**config.mk**
```make
export PLATFORM = sky130hd
export DESIGN_NAME = plab4_net_router_input_ctrl_sep
export DESIGN_NICKNAME = d
export VERILOG_FILES = /design/src/rtl/plab4_net_pkg.sv /design/src/rtl/plab4_net_InputQueue2.sv /design/src/rtl/plab4_net_router_input_ctrl_sep.sv
export SDC_FILE = /design/constraint.sdc
export NUM_CORES = 1
export LEC_CHECK = 0
export BUFFER_PORTS_ARGS = -buffer_cell sky130_fd_sc_hd__buf_2
export CAP_MARGIN = 20
export CORE_MARGIN = 8
export CORE_UTILIZATION = 50
export DETAILED_ROUTE_END_ITERATION = 7
export HOLD_SLACK_MARGIN = 0.02
export PLACE_DENSITY_LB_ADDON = 0.3
export SLEW_MARGIN = 20
export SYNTH_ARGS = -nofsm -noshare
export SYNTH_HDL_FRONTEND = slang
export SYNTH_SLANG_ARGS = --single-unit
```
**constraint.sdc**
```tcl
create_clock -name clk -period 3.9 [get_ports clk]
set_clock_uncertainty 0.05 [all_clocks]
set_input_delay 0.39 -clock clk [delete_from_list [all_inputs] [get_ports clk]]
set_output_delay 0.39 -clock clk [all_outputs]
set_load 0.01 [all_outputs]
```
**src/rtl/plab4_net_pkg.sv**
```systemverilog
// Shared definitions for the ring network router: output port indices and
// the ring routing function used by the input controls.
package plab4_net_pkg;

    // Output port indices of a router, also the bit positions in request vectors.
    typedef enum logic [1:0] {
        WEST = 2'd0,
        TERM = 2'd1,
        EAST = 2'd2
    } port_e;

    // Number of router hops to the destination going east, folded onto the
    // ring. Zero hops delivers locally, up to half the ring goes east (ties
    // included), anything further goes west.
    function automatic port_e route(
        input logic [1:0] dest,
        input int         router_id,
        input int         num_routers
    );
        int fwd;
        fwd = ((int'(dest) - router_id) % num_routers + num_routers) % num_routers;
        if (fwd == 0) begin
            return TERM;
        end else if (fwd <= num_routers / 2) begin
            return EAST;
        end else begin
            return WEST;
        end
    endfunction

endpackage

```
**src/rtl/plab4_net_InputQueue2.sv**
```systemverilog
// Two-entry registered FIFO with no bypass: an enqueued entry reaches the
// head on the following cycle, and the queue reports not-ready while full
// even if the head leaves in the same cycle.
module plab4_net_InputQueue2 #(
    parameter int p_nbits = 45
) (
    input  logic               clk,
    input  logic               reset,
    input  logic               i_enq_val,
    output logic               o_enq_rdy,
    input  logic [p_nbits-1:0] i_enq_msg,
    output logic               o_deq_val,
    input  logic               i_deq_rdy,
    output logic [p_nbits-1:0] o_deq_msg
);

    logic [p_nbits-1:0] r_entries [2];
    logic               r_head;
    logic               r_tail;
    logic [1:0]         r_count;

    logic               w_enq;
    logic               w_deq;

    assign o_enq_rdy = (r_count < 2'd2);
    assign o_deq_val = (r_count != 2'd0);
    assign o_deq_msg = r_entries[r_head];

    assign w_enq = i_enq_val && o_enq_rdy;
    assign w_deq = o_deq_val && i_deq_rdy;

    // Pointer and occupancy update; reset wins over any enqueue or dequeue.
    always_ff @(posedge clk) begin
        // NOTE: sequential state uses non-blocking assignments so every
        // register samples the pre-edge values of the others.
        if (reset) begin
            r_head  <= 1'b0;
            r_tail  <= 1'b0;
            r_count <= 2'd0;
        end else begin
            if (w_enq) r_tail <= ~r_tail;
            if (w_deq) r_head <= ~r_head;
            case ({w_enq, w_deq})
                2'b10:   r_count <= r_count + 2'd1;
                2'b01:   r_count <= r_count - 2'd1;
                default: r_count <= r_count;
            endcase
        end
    end

    // Entry storage write at the tail.
    always_ff @(posedge clk) begin
        // NOTE: storage is deliberately not reset; an entry is only read
        // once r_count says it is valid, so clearing it would be wasted logic.
        if (w_enq) r_entries[r_tail] <= i_enq_msg;
    end

endmodule

```
**src/rtl/plab4_net_router_input_ctrl_sep.sv**
```systemverilog
// Router input control: buffers incoming {msg, domain} pairs, routes the
// head entry around the ring and requests the chosen output port until it
// is granted.
// Optional feature: define PLAB4_NET_ROUTER_IN_DOMAIN_CHECK_EN to drop
// secure (domain=1) messages headed for the terminal while the terminal
// only accepts domain 0, counting them in drop_count.
module plab4_net_router_input_ctrl_sep
    import plab4_net_pkg::*;
#(
    parameter int p_msg_nbits   = 44,
    parameter int p_dest_lsb    = 40,
    parameter int p_router_id   = 0,
    parameter int p_num_routers = 4
) (
    input  logic                   clk,
    input  logic                   reset,

    input  logic                   in_val,
    output logic                   in_rdy,
    input  logic [p_msg_nbits-1:0] in_msg,
    input  logic                   in_domain,

    output logic                   reqs_p0,
    output logic                   reqs_p1,
    output logic                   reqs_p2,
    output logic                   reqs_p0_domain,
    output logic                   reqs_p1_domain,
    output logic                   reqs_p2_domain,
    input  logic                   grants_p0,
    input  logic                   grants_p1,
    input  logic                   grants_p2,

    output logic [p_msg_nbits-1:0] head_msg,
    output logic                   head_domain,

    input  logic                   term_domain,
    output logic [7:0]             drop_count
);

    localparam int c_entry_nbits = p_msg_nbits + 1;

    logic [c_entry_nbits-1:0] w_head_entry;
    logic                     w_head_val;
    logic                     w_deq;
    logic                     w_drop;
    logic [1:0]               w_dest;
    port_e                    w_route;
    logic [2:0]               w_reqs;
    logic [2:0]               w_grants;
    logic                     w_req_domain;

    plab4_net_InputQueue2 #(
        .p_nbits (c_entry_nbits)
    ) u_queue (
        .clk       (clk),
        .reset     (reset),
        .i_enq_val (in_val),
        .o_enq_rdy (in_rdy),
        .i_enq_msg ({in_domain, in_msg}),
        .o_deq_val (w_head_val),
        .i_deq_rdy (w_deq),
        .o_deq_msg (w_head_entry)
    );

    assign head_msg    = w_head_entry[p_msg_nbits-1:0];
    assign head_domain = w_head_entry[p_msg_nbits];

    assign w_dest  = head_msg[p_dest_lsb +: 2];
    assign w_route = route(w_dest, p_router_id, p_num_routers);

`ifdef PLAB4_NET_ROUTER_IN_DOMAIN_CHECK_EN
    logic [7:0] r_drop_count;

    assign w_drop     = w_head_val && (w_route == TERM) && head_domain && !term_domain;
    assign drop_count = r_drop_count;

    // Count dropped heads, saturating at the top of the 8-bit range.
    always_ff @(posedge clk) begin
        if (reset) begin
            r_drop_count <= 8'd0;
        end else if (w_drop && (r_drop_count != 8'hFF)) begin
            r_drop_count <= r_drop_count + 8'd1;
        end
    end
`else
    logic w_unused;

    assign w_drop     = 1'b0;
    assign drop_count = 8'd0;
    assign w_unused   = term_domain;
`endif

    // One-hot request toward the routed port whenever a non-dropped head waits.
    always_comb begin
        // NOTE: defaulting every always_comb output first keeps a missed
        // branch from inferring a latch.
        w_reqs = 3'b000;
        if (w_head_val && !w_drop) begin
            w_reqs[w_route] = 1'b1;
        end
    end

    assign w_grants     = {grants_p2, grants_p1, grants_p0};
    assign w_deq        = (|(w_reqs & w_grants)) || w_drop;
    assign w_req_domain = w_head_val && head_domain;

    assign reqs_p0 = w_reqs[WEST];
    assign reqs_p1 = w_reqs[TERM];
    assign reqs_p2 = w_reqs[EAST];

    assign reqs_p0_domain = w_req_domain;
    assign reqs_p1_domain = w_req_domain;
    assign reqs_p2_domain = w_req_domain;

endmodule

```
* After elaboration in Yosys (flattened, before gate mapping)
Memory sizes are Yosys's and may differ from the RTL's. A register that Yosys moved wholly into a read port is not among the register bits.
Cells that the tools add are included.
** Word-level totals
- Bits in registers :: 4
- Bits in writable memories :: 90
- Bits of input ports :: 52
- Output and inout port bits :: 60
- Memories :: 1
** Memory list
- u_queue.r_entries :: depth 2, bits a word 45, read ports 1, clocked after Yosys merged registers in 1, wr ports 1, RTL line plab4_net_InputQueue2.sv:17 : logic [p_nbits-1:0] r_entries [2];
** Operators by class
- $add $sub $neg :: 3
- Order comparisons :: 4
- Eq/ne operators :: 2
- Muxes and demuxes :: 10
- Bitwise logic cells :: 4
- Reduce and logical (&&, ||, !) cells :: 9
** Operators by type and width (count)
- $logic_not A32 Y1 :: 1
- $mux W1 :: 5
- $add A2 B1 Y2 const B :: 2
- $logic_and A1 B1 Y1 :: 4
- $mux W2 :: 2
- $pmux W2 S2 :: 1
- $reduce_bool A2 Y1 :: 2
- $and A3 B3 Y3 :: 1
- $le A3 B3 Y1 const B :: 1
- $lt A2 B3 Y1 const B :: 1
- $mux W3 :: 1
- $reduce_or A3 Y1 :: 1
- $demux W1 S2 :: 1
- $eq A2 B1 Y1 const B :: 1
- $eq A2 B2 Y1 const B :: 1
- $ge A2 B1 Y1 const B :: 1
- $lt A2 B2 Y1 const B :: 1
- $not A1 Y1 :: 2
- $reduce_or A2 Y1 :: 1
- $sub A2 B1 Y2 const B :: 1
- $and A1 B1 Y1 const A :: 1

* Logic depth before layout (Yosys ltp)
Gate-level depths: netlist of the first run.
- Depth in word-level cells :: 16
- Gate-level depth with buffers :: 11

* Modules after synthesis
Synthesis of the first run repeated with hierarchy kept, for this count alone.
** Second synthesis, totals
- Cells, all modules :: 186
- Area, all modules :: 3608.5 um^2
** By module, submodules not included
- plab4_net_InputQueue2 :: times used 1, cells each 163, area each 3447.1 um^2
- plab4_net_router_input_ctrl_sep :: times used 1, cells each 23, area each 161.4 um^2

* Worst setup path before layout of the first run
No wires, ideal clock.
- Kind :: flip-flop to flip-flop
- From :: register u_queue.r_count[1]
- To :: memory u_queue.r_entries[0][0], enable pin
- Setup time :: 0.448 ns
- Arrival :: 2.401 ns
- Data required time :: 3.402 ns
- Setup slack :: 1.001 ns
- Cell stages (with the launch flop) :: 3
- Buffers on the path :: 0
- Period minus slack after synthesis :: 2.899 ns
- Path through :: dfxtp_1 > nand2b_1 > nor2_1
** On the way
- Longest elaborated chain between the ends :: 4
** RTL lines
- from (decl) :: RTL line plab4_net_InputQueue2.sv:20 : logic [1:0] r_count;
- from (signal assigned) :: RTL line plab4_net_InputQueue2.sv:44 : 2'b10: r_count <= r_count + 2'd1;
- from (signal assigned) :: RTL line plab4_net_InputQueue2.sv:45 : 2'b01: r_count <= r_count - 2'd1;
- from (signal assigned) :: RTL line plab4_net_InputQueue2.sv:46 : default: r_count <= r_count;
- $lt A2 B2 Y1 :: RTL line plab4_net_InputQueue2.sv:25 : assign o_enq_rdy = (r_count < 2'd2);
- $logic_and A1 B1 Y1 :: RTL line plab4_net_InputQueue2.sv:29 : assign w_enq = i_enq_val && o_enq_rdy;
- $mux W1 :: RTL line plab4_net_InputQueue2.sv:55 : if (w_enq) r_entries[r_tail] <= i_enq_msg;
- $mux W1 (implied by the code) :: RTL line plab4_net_InputQueue2.sv:55
- to (decl) :: RTL line plab4_net_InputQueue2.sv:17
Every way passes these cells.

==> results of run 1 <==
## stage by stage
step                      area (um2)  std cells
after CTS                       4360        395
after floorplan                 3640        191
after detailed placement        4190        379
after global routing            4380        396
after global placement          4190        379
final                           4380        396
## sequential cells by signal, summed over array words and instances, names as in the netlist, named ones only
register / flops
u_queue.r_entries: 90
u_queue.r_count: 2
u_queue.r_head: 1
u_queue.r_tail: 1
## layout by cell type (no fill, tap or decap), types with 2 or more instances in the layout
master	n
mux2i_1	2
xor2_1	2
mux2_2	43
ha_1	3
clkbuf_8	9
buf_2	102
nor2_1	4
o21ai_0	2
and2b_2	4
conb_1	8
buf_4	2
inv_1	3
or3_1	2
a21oi_1	3
edfxtp_1	90
clkinv_2	3
dfxtp_1	4
clkinv_4	2
## path summary, 6_finish.rpt
| path | to | cells after the start |
|---|---|---|
| worst max register to register | u_queue.r_count[1] | 8 |
| worst min register to register | flop | 2 |
| worst min-delay path | u_queue.r_entries[1][44] | 1 |
| worst max-delay path | u_queue.r_count[1] | 8 |
## Yosys cell counts, drive strengths merged (2+ instances only)
cell type,instances
mux2,43
xor2,2
nor2,5
or3,2
edfxtp,90
buf,15
inv,3
dfxtp,5
mux2i,2
and2b,4
o21ai,2
a21oi,3
ha,3
## routing by layer
metal,GRT usage (%),vias to the layer above,routed length (um)
met5,0,-,0
met4,6.53,0,80
met1,13.6,920,2610
met3,5.25,9,532
met2,23.6,73,3490
li1,-,902,-
## cells by family after synthesis
logic type,count (synthesis),share of synthesized area [%]
adders and majority gates,3,1.04
xor gates and xnor gates,3,0.728
buffers and inverters,18,3.36
other,1,0.104
muxes,45,14.0
DFF,95,77.6
AOI/OAI and AO/OA,6,0.970
and+or+nand+nor,13,2.18
## power groups by stage
stage                     Clock, W  Sequential [W]  Combinational [W]
after detailed placement         0         0.00144           0.000861
after global routing      0.000614         0.00143           0.000936
after global placement           0         0.00143           0.000849
after CTS                 0.000575         0.00142           0.000868
after floorplan                  0         0.00140           0.000593
final                     0.000557         0.00141           0.000853
## worst max-delay path, stage by stage, from the launching register on
cell	delay, ps
dfxtp_2	640
mux2i_1	310
inv_1	90
ha_1	220
a222oi_1	450
nor2_1	90
ha_1	350
or3_1	350
a21oi_1	150
## area by class of cell
type                    count  area [um2]  share of cell area [%]
well taps                  99         124                    2.83
inverters                   3        11.3                   0.257
multi-input cells          78         721                    16.5
repair buffers            105         546                    12.5
clock inverters             7        48.8                    1.11
flip-flops and latches     95        2800                    64.0
clock buffers               9         124                    2.83
==> out/metrics.cfg, run 1 <==
[power_and_ir_drop]
cellLeakagePower_nw = 1.68
p_int_w = 0.00197
sw_frac_of_total_pct = 30.3
power_w = 0.00282
seq_power_share_pct = 50.0
power_frac_comb_pct = 30.2
irDropWorstVdd_uv = 339
clkPwrFrac_pct = 19.8
power_density_nw_per_um2 = 644
p_switching_w = 0.000855

[sta]
finalCritPeriodShare_pct = 70.9
timing.slew.headroom_pct = 48.8
slew_viol_final = 0
hold_viol_final = 0
worst_pin_slew_ps = 767
min_period_ps = 2770
setup_viol = 0
fmax_ghz = 0.361
holdWs_ps = 171
fin_ws_ps = 1130
rsz0062_at_grt = false
fin_setup_tns_ps = 0

[worst_setup_path]
criticalPathCategory = reg2reg
cp.required_ps = 4130
cp_max_fo = 20
cp-end-kind = flop
arrival_ps = 2990
startpoint_type = flop
reg2reg_slack_ps = 1130

[synth]
synthFlopType = edfxtp_1
async_reset_ff_share_pct = 0
syn_area_um2 = 3610
syn_inst = 184
yosys.area.top_type_share_pct = 74.9
synthTopCellsByArea = edfxtp_1 (75%), mux2_2 (13%), buf_4 (2.9%)
synth_top_area_cell = edfxtp_1
synth_warnings = 0
seq_area_frac_synth_pct = 77.6
ys_seq_elements = 95
synth_edf_count = 90
avgSynthCellArea_um2 = 19.6
yosysUniqueCellTypes = 19

[placement]
port_buffers = 102
gp_congestion = 0.677
pre_cts_slack_ps = 1110
dp_hpwl_um = 4690

[final_layout]
post-route-util_pct = 61.3
fill_cells = 567
fin_nets = 347
syn_to_final_growth_pct = 21.3
drive_gt1_share_pct = 57.6
antenna_cells = 0

[grt]
grt_pass1_vias = 2123
overflow = 0
antenna_found_initial = 0
grt_max_degree = 46
grt_pass1_wl_um = 10200
grt.total_usage_pct = 13.4

[cts]
hold_buffers = 0
root_buffer = clkbuf_8
cts.clk_slew.worst_paths_ps = 90
cts_buffer_depth = 2
cts_tree = yes
h-tree-depth = 3
cts_resized = 0
numCtsBuffers = 9
clock_latency_ps = 350
postCtsSetupRepairBufs = 0
cts_num_sinks = 95

[floorplan]
die_h_um = 101
num_rows = 31
core_um2 = 7140
dieArea_um2 = 10200
ios = 112
initial_core_util_pct = 50.6
dieWidth_um = 101

[routing]
first_pass_iters = 4
ant_nets = 0
wl_um = 6710
num_vias = 1904
route.detailed.drc = 0
drtIter0Drc = 63
viasPerCell = 4.81
wl_per_cell_um = 17.0

[min_path]
min_from = in_domain
worst_hold_path_type = in2reg

[run_status]
outcome = completed

[job]
maxCapViolations = 0

Note: power is estimated with default switching activity, not from simulation.
==> run 2, diff against run 1 <==
CORE_UTILIZATION = 46   (was 50)
clock period = 2.5 ns   (was 3.9 ns; I/O delays follow)
==> out/metrics.cfg, run 2 (synthesis gave the netlist of run 1 again) <==
[run_status]
outcome = completed

[worst_setup_path]
cp-end-kind = flop
cp_max_fo = 4
cpMostUsedCell = ha_1
crit_buf_inv = 2
startpoint_type = flop
cp.required_ps = 2730
r2r_cells = 9
criticalPathCategory = reg2reg
critPathMaxStageDelay_ps = 380
reg2reg_slack_ps = 130
arrival_ps = 2600
critical_path.top_delay_family = adder cells
r2r_end = u_queue.r_count[1]
worstPathCellList = mux2i_2 -> inv_1 -> ha_1 -> a222oi_1 -> buf_4 -> nor2_1 -> ha_1 -> or3_1 -> a21oi_1
crit_slowest_cell = dfxtp_4

[final_layout]
drive_gt1_share_pct = 55.1
top_register = u_queue.r_entries
largest_reg_flops = 90
syn_to_final_growth_pct = 29.3
antenna_cells = 0
final_common_cell = buf_2
mostFrequentLayoutCells = buf_2 (102), edfxtp_1 (90), mux2_2 (43)
reg_top3 = u_queue.r_entries: 90 flops, u_queue.r_count: 2 flops
fin_nets = 371

[cts]
root_buffer = clkbuf_8
numCtsBuffers = 9
clock_latency_ps = 340
cts_tree = yes
cts.clk_slew.worst_paths_ps = 100
cts_buffer_depth = 2
h-tree-depth = 3
cts_num_sinks = 95

[routing]
drtIter0Drc = 49
wl_um = 6820
route.detailed.drc = 0
ant_nets = 0
num_vias = 2005
first_pass_iters = 4
wl_per_cell_um = 16.1
viasPerCell = 4.74

[sta]
finalCritPeriodShare_pct = 94.8
worst_pin_slew_ps = 573
fin_setup_tns_ps = 0
holdWs_ps = 38.8
min_period_ps = 2370
setup_viol = 0
hold_viol_final = 0
slew_viol_final = 0
timing.slew.headroom_pct = 61.8
fmax_ghz = 0.422
fin_ws_ps = 129

[placement]
pre_cts_slack_ps = 106
dp_hpwl_um = 4670
gp_congestion = 0.676
port_buffers = 102

[grt]
grt_pass1_wl_um = 10900
grt_pass1_vias = 2284
grt.total_usage_pct = 12.6
overflow = 0
grt_max_degree = 36
antenna_found_initial = 0

[min_path]
worst_hold_path_type = in2reg
hold_depth = 1
min_from = in_msg[20]
whs_endpoint = u_queue.r_entries[0][20]

[floorplan]
core_um2 = 7650
ios = 112
dieWidth_um = 105
initial_core_util_pct = 47.2
dieArea_um2 = 10900
die_h_um = 105
num_rows = 32

[power_and_ir_drop]
cellLeakagePower_nw = 1.81
irDropWorstVdd_uv = 554
power_density_nw_per_um2 = 1010

[job]
maxCapViolations = 0

-- run 2: power by group --
part	total, W	leakage (nW)	internal (W)	switching, W
clock	0.00109	0.112	0.000567	0.000519
sequential	0.00217	0.883	0.00208	0.0000841
combinational	0.00146	0.819	0.000695	0.000763
total	0.00471	1.81	0.00334	0.00137
-- run 2: how the worst max path moves through the flow --
stage	from	endpoint	slack (ps)	cells past startpoint
6_report	flop	u_queue.r_count[1]	130	9
5_1_grt	flop	u_queue.r_count[1]	-2	9
4_1_cts	flop	u_queue.r_count[1]	90	8
3_5_place_dp	flop	u_queue.r_count[1]	110	8
3_3_place_gp	flop	u_queue.r_count[1]	190	8
2_1_floorplan	flop	u_queue.r_count[1]	40	10
-- run 2: timing repair --
action	CTS	global route
setup endpoints to repair	0	1
setup buffers	0	3
hold buffers	16	3
resized for setup	0	3
hold endpoints to repair	27	6
-- run 2: final cells by class --
| type | count | area [um2] |
|---|---|---|
| timing repair buffer | 129 | 773 |
| fill | 607 | 2980 |
| clock buffer | 9 | 124 |
| inverter | 3 | 11.3 |
| multi-input combinational | 78 | 728 |
| tap | 102 | 128 |
| clock inverter | 7 | 95.1 |
| sequential | 95 | 2810 |
-- run 2: routing by layer --
layer / up-vias / global-route usage [%] / wire length, um / share of wire, %
met4: 0 / 4.28 / 59 / 0.87
met3: 7 / 4.91 / 489 / 7.2
li1: 948 / - / - / -
met5: - / 0 / 0 / 0
met1: 979 / 12.8 / 2600 / 38
met2: 71 / 23.1 / 3670 / 54
-- run 2: stage by stage --
step | cells | util, % | cell area, um2 | total power [W]
final | 423 | 61.0 | 4670 | 0.00471
after global routing | 423 | 61.0 | 4670 | 0.00496
after CTS | 417 | 60.2 | 4600 | 0.00474
after detailed placement | 385 | 55.2 | 4220 | 0.00362
after global placement | 385 | 55.2 | 4220 | 0.00358
after floorplan | 191 | - | 3640 | 0.00311
==> run 3, diff against run 2 <==
CORE_ASPECT_RATIO = 1.25   (was not set)
TNS_END_PERCENT = 30   (was not set)
==> out/metrics.cfg, run 3 (synthesis gave the netlist of run 1 again) <==
[cts]
numCtsBuffers = 9
cts_buffer_depth = 2
clock_latency_ps = 350
cts_num_sinks = 95
cts.clk_slew.worst_paths_ps = 80
root_buffer = clkbuf_8
h-tree-depth = 3
cts_tree = yes

[sta]
hold_viol_final = 0
slew_viol_final = 0
min_period_ps = 2350
fin_setup_tns_ps = 0
finalCritPeriodShare_pct = 94.1
timing.slew.headroom_pct = 65.9
setup_viol = 0
fmax_ghz = 0.425
worst_pin_slew_ps = 511

[grt]
grt_pass1_wl_um = 10600
busiest_layer = met2
antenna_found_initial = 0
grt.total_usage_pct = 13.2
grtUsageMet1_pct = 12.7
grt_use_met2_pct = 24.0
met3_usage_pct = 2.68
overflow = 0
grt_pass1_vias = 2263
grt_max_degree = 38

[floorplan]
initial_core_util_pct = 46.9
core_um2 = 7700
num_rows = 36
dieArea_um2 = 11000
ios = 112
die_h_um = 115
dieWidth_um = 95.2

[placement]
port_buffers = 102
dp_hpwl_um = 4580
dp_cells = 379
gp_congestion = 0.717

[power_and_ir_drop]
sw_frac_of_total_pct = 28.7
irDropWorstVdd_uv = 697
p_int_w = 0.00326
cellLeakagePower_nw = 1.87
seq_power_share_pct = 47.3
clkPwrFrac_pct = 21.0
power_frac_comb_pct = 31.7
power_w = 0.00458
power_density_nw_per_um2 = 959
p_switching_w = 0.00132

[run_status]
outcome = completed

[routing]
drtIter0Drc = 84
wl_um = 6960
route.detailed.drc = 0
viasPerCell = 4.72
first_pass_iters = 4
num_vias = 2043
wl_per_cell_um = 16.1
ant_nets = 0

[final_layout]
syn_to_final_growth_pct = 32.3
top_register = u_queue.r_entries
final_common_cell = buf_2
multi_input_area_um2 = 728
fill_cells = 606
drive_gt1_share_pct = 52.5
fin_nets = 387
seq_area_um2 = 2810
mostFrequentLayoutCells = buf_2 (102), edfxtp_1 (90), mux2_2 (43)
instances_no_fill = 433
reg_top3 = u_queue.r_entries: 90 flops, u_queue.r_count: 2 flops
largest_reg_flops = 90

[worst_setup_path]
cp-end-kind = flop
cp_max_fo = 4
criticalPathCategory = reg2reg
startpoint_type = flop
arrival_ps = 2590
cp.required_ps = 2740

[min_path]
worst_hold_path_type = in2reg

[job]
maxCapViolations = 0

## run 3: cell count changes in the layout (fill, tap and decap cells not counted), sizes merged
cell	previous run	this run
buf	110	111
bufinv	2	1
clkbuf	9	12
diode	0	1
dlygate4sd3	19	34
inv	5	3
## run 3: path summary, 6_finish.rpt
kind | slack (ps) | startpoint | cells past startpoint | endpoint
max | 150 | flop | 8 | u_queue.r_count[1]
min | 40 | in_msg[10] | 1 | u_queue.r_entries[1][10]
max reg2reg | 150 | flop | 8 | u_queue.r_count[1]
min reg2reg | 460 | u_queue.r_head | 2 | flop
## run 3: cell type report
class	count	area share, %
clock inverter	4	0.943
inverter	3	0.236
clock buffer	12	3.04
multi-input combinational	78	15.2
tap	95	2.49
antenna	1	0.0524
timing repair buffer	145	19.2
sequential	95	58.8
## run 3: metal layers
metal | wire [um] | vias to the layer above
met5 | 0 | -
met4 | 186 | 0
met3 | 391 | 11
met2 | 3830 | 60
met1 | 2550 | 994
li1 | - | 978
## run 3: power groups by stage
| stage | registers (W) | logic (W) | clock network (W) |
|---|---|---|---|
| after floorplan | 0.00217 | 0.000928 | 0 |
| after global placement | 0.00218 | 0.00139 | 0 |
| after detailed placement | 0.00220 | 0.00141 | 0 |
| after CTS | 0.00216 | 0.00146 | 0.000992 |
| after global routing | 0.00219 | 0.00159 | 0.00105 |
| final | 0.00217 | 0.00145 | 0.000962 |
## run 3: worst max-delay path: stages (launching register included)
cell and delay [ps]:
dfxtp_4 380, mux2i_2 240, inv_1 100, ha_1 210
a222oi_1 400, nor2_1 80, ha_1 320, or3_1 360
a21oi_1 140
## run 3: timing repair
item                                   CTS  global route
setup endpoints to repair                0             1
resized for setup                        0             3
endpoints found under the hold margin   67             0
hold buffers                            34             0
setup buffers                            0             3
## run 3: through the flow
stage,setup slack [ps],util [%],area [um2],hold WS [ps]
final,146,62.0,4780,40.4
after global routing,-13.0,62.0,4770,20.5
after CTS,74.6,61.5,4740,20.0
after detailed placement,102,54.7,4210,392
after global placement,176,54.7,4210,388
after floorplan,-60.0,-,3640,269
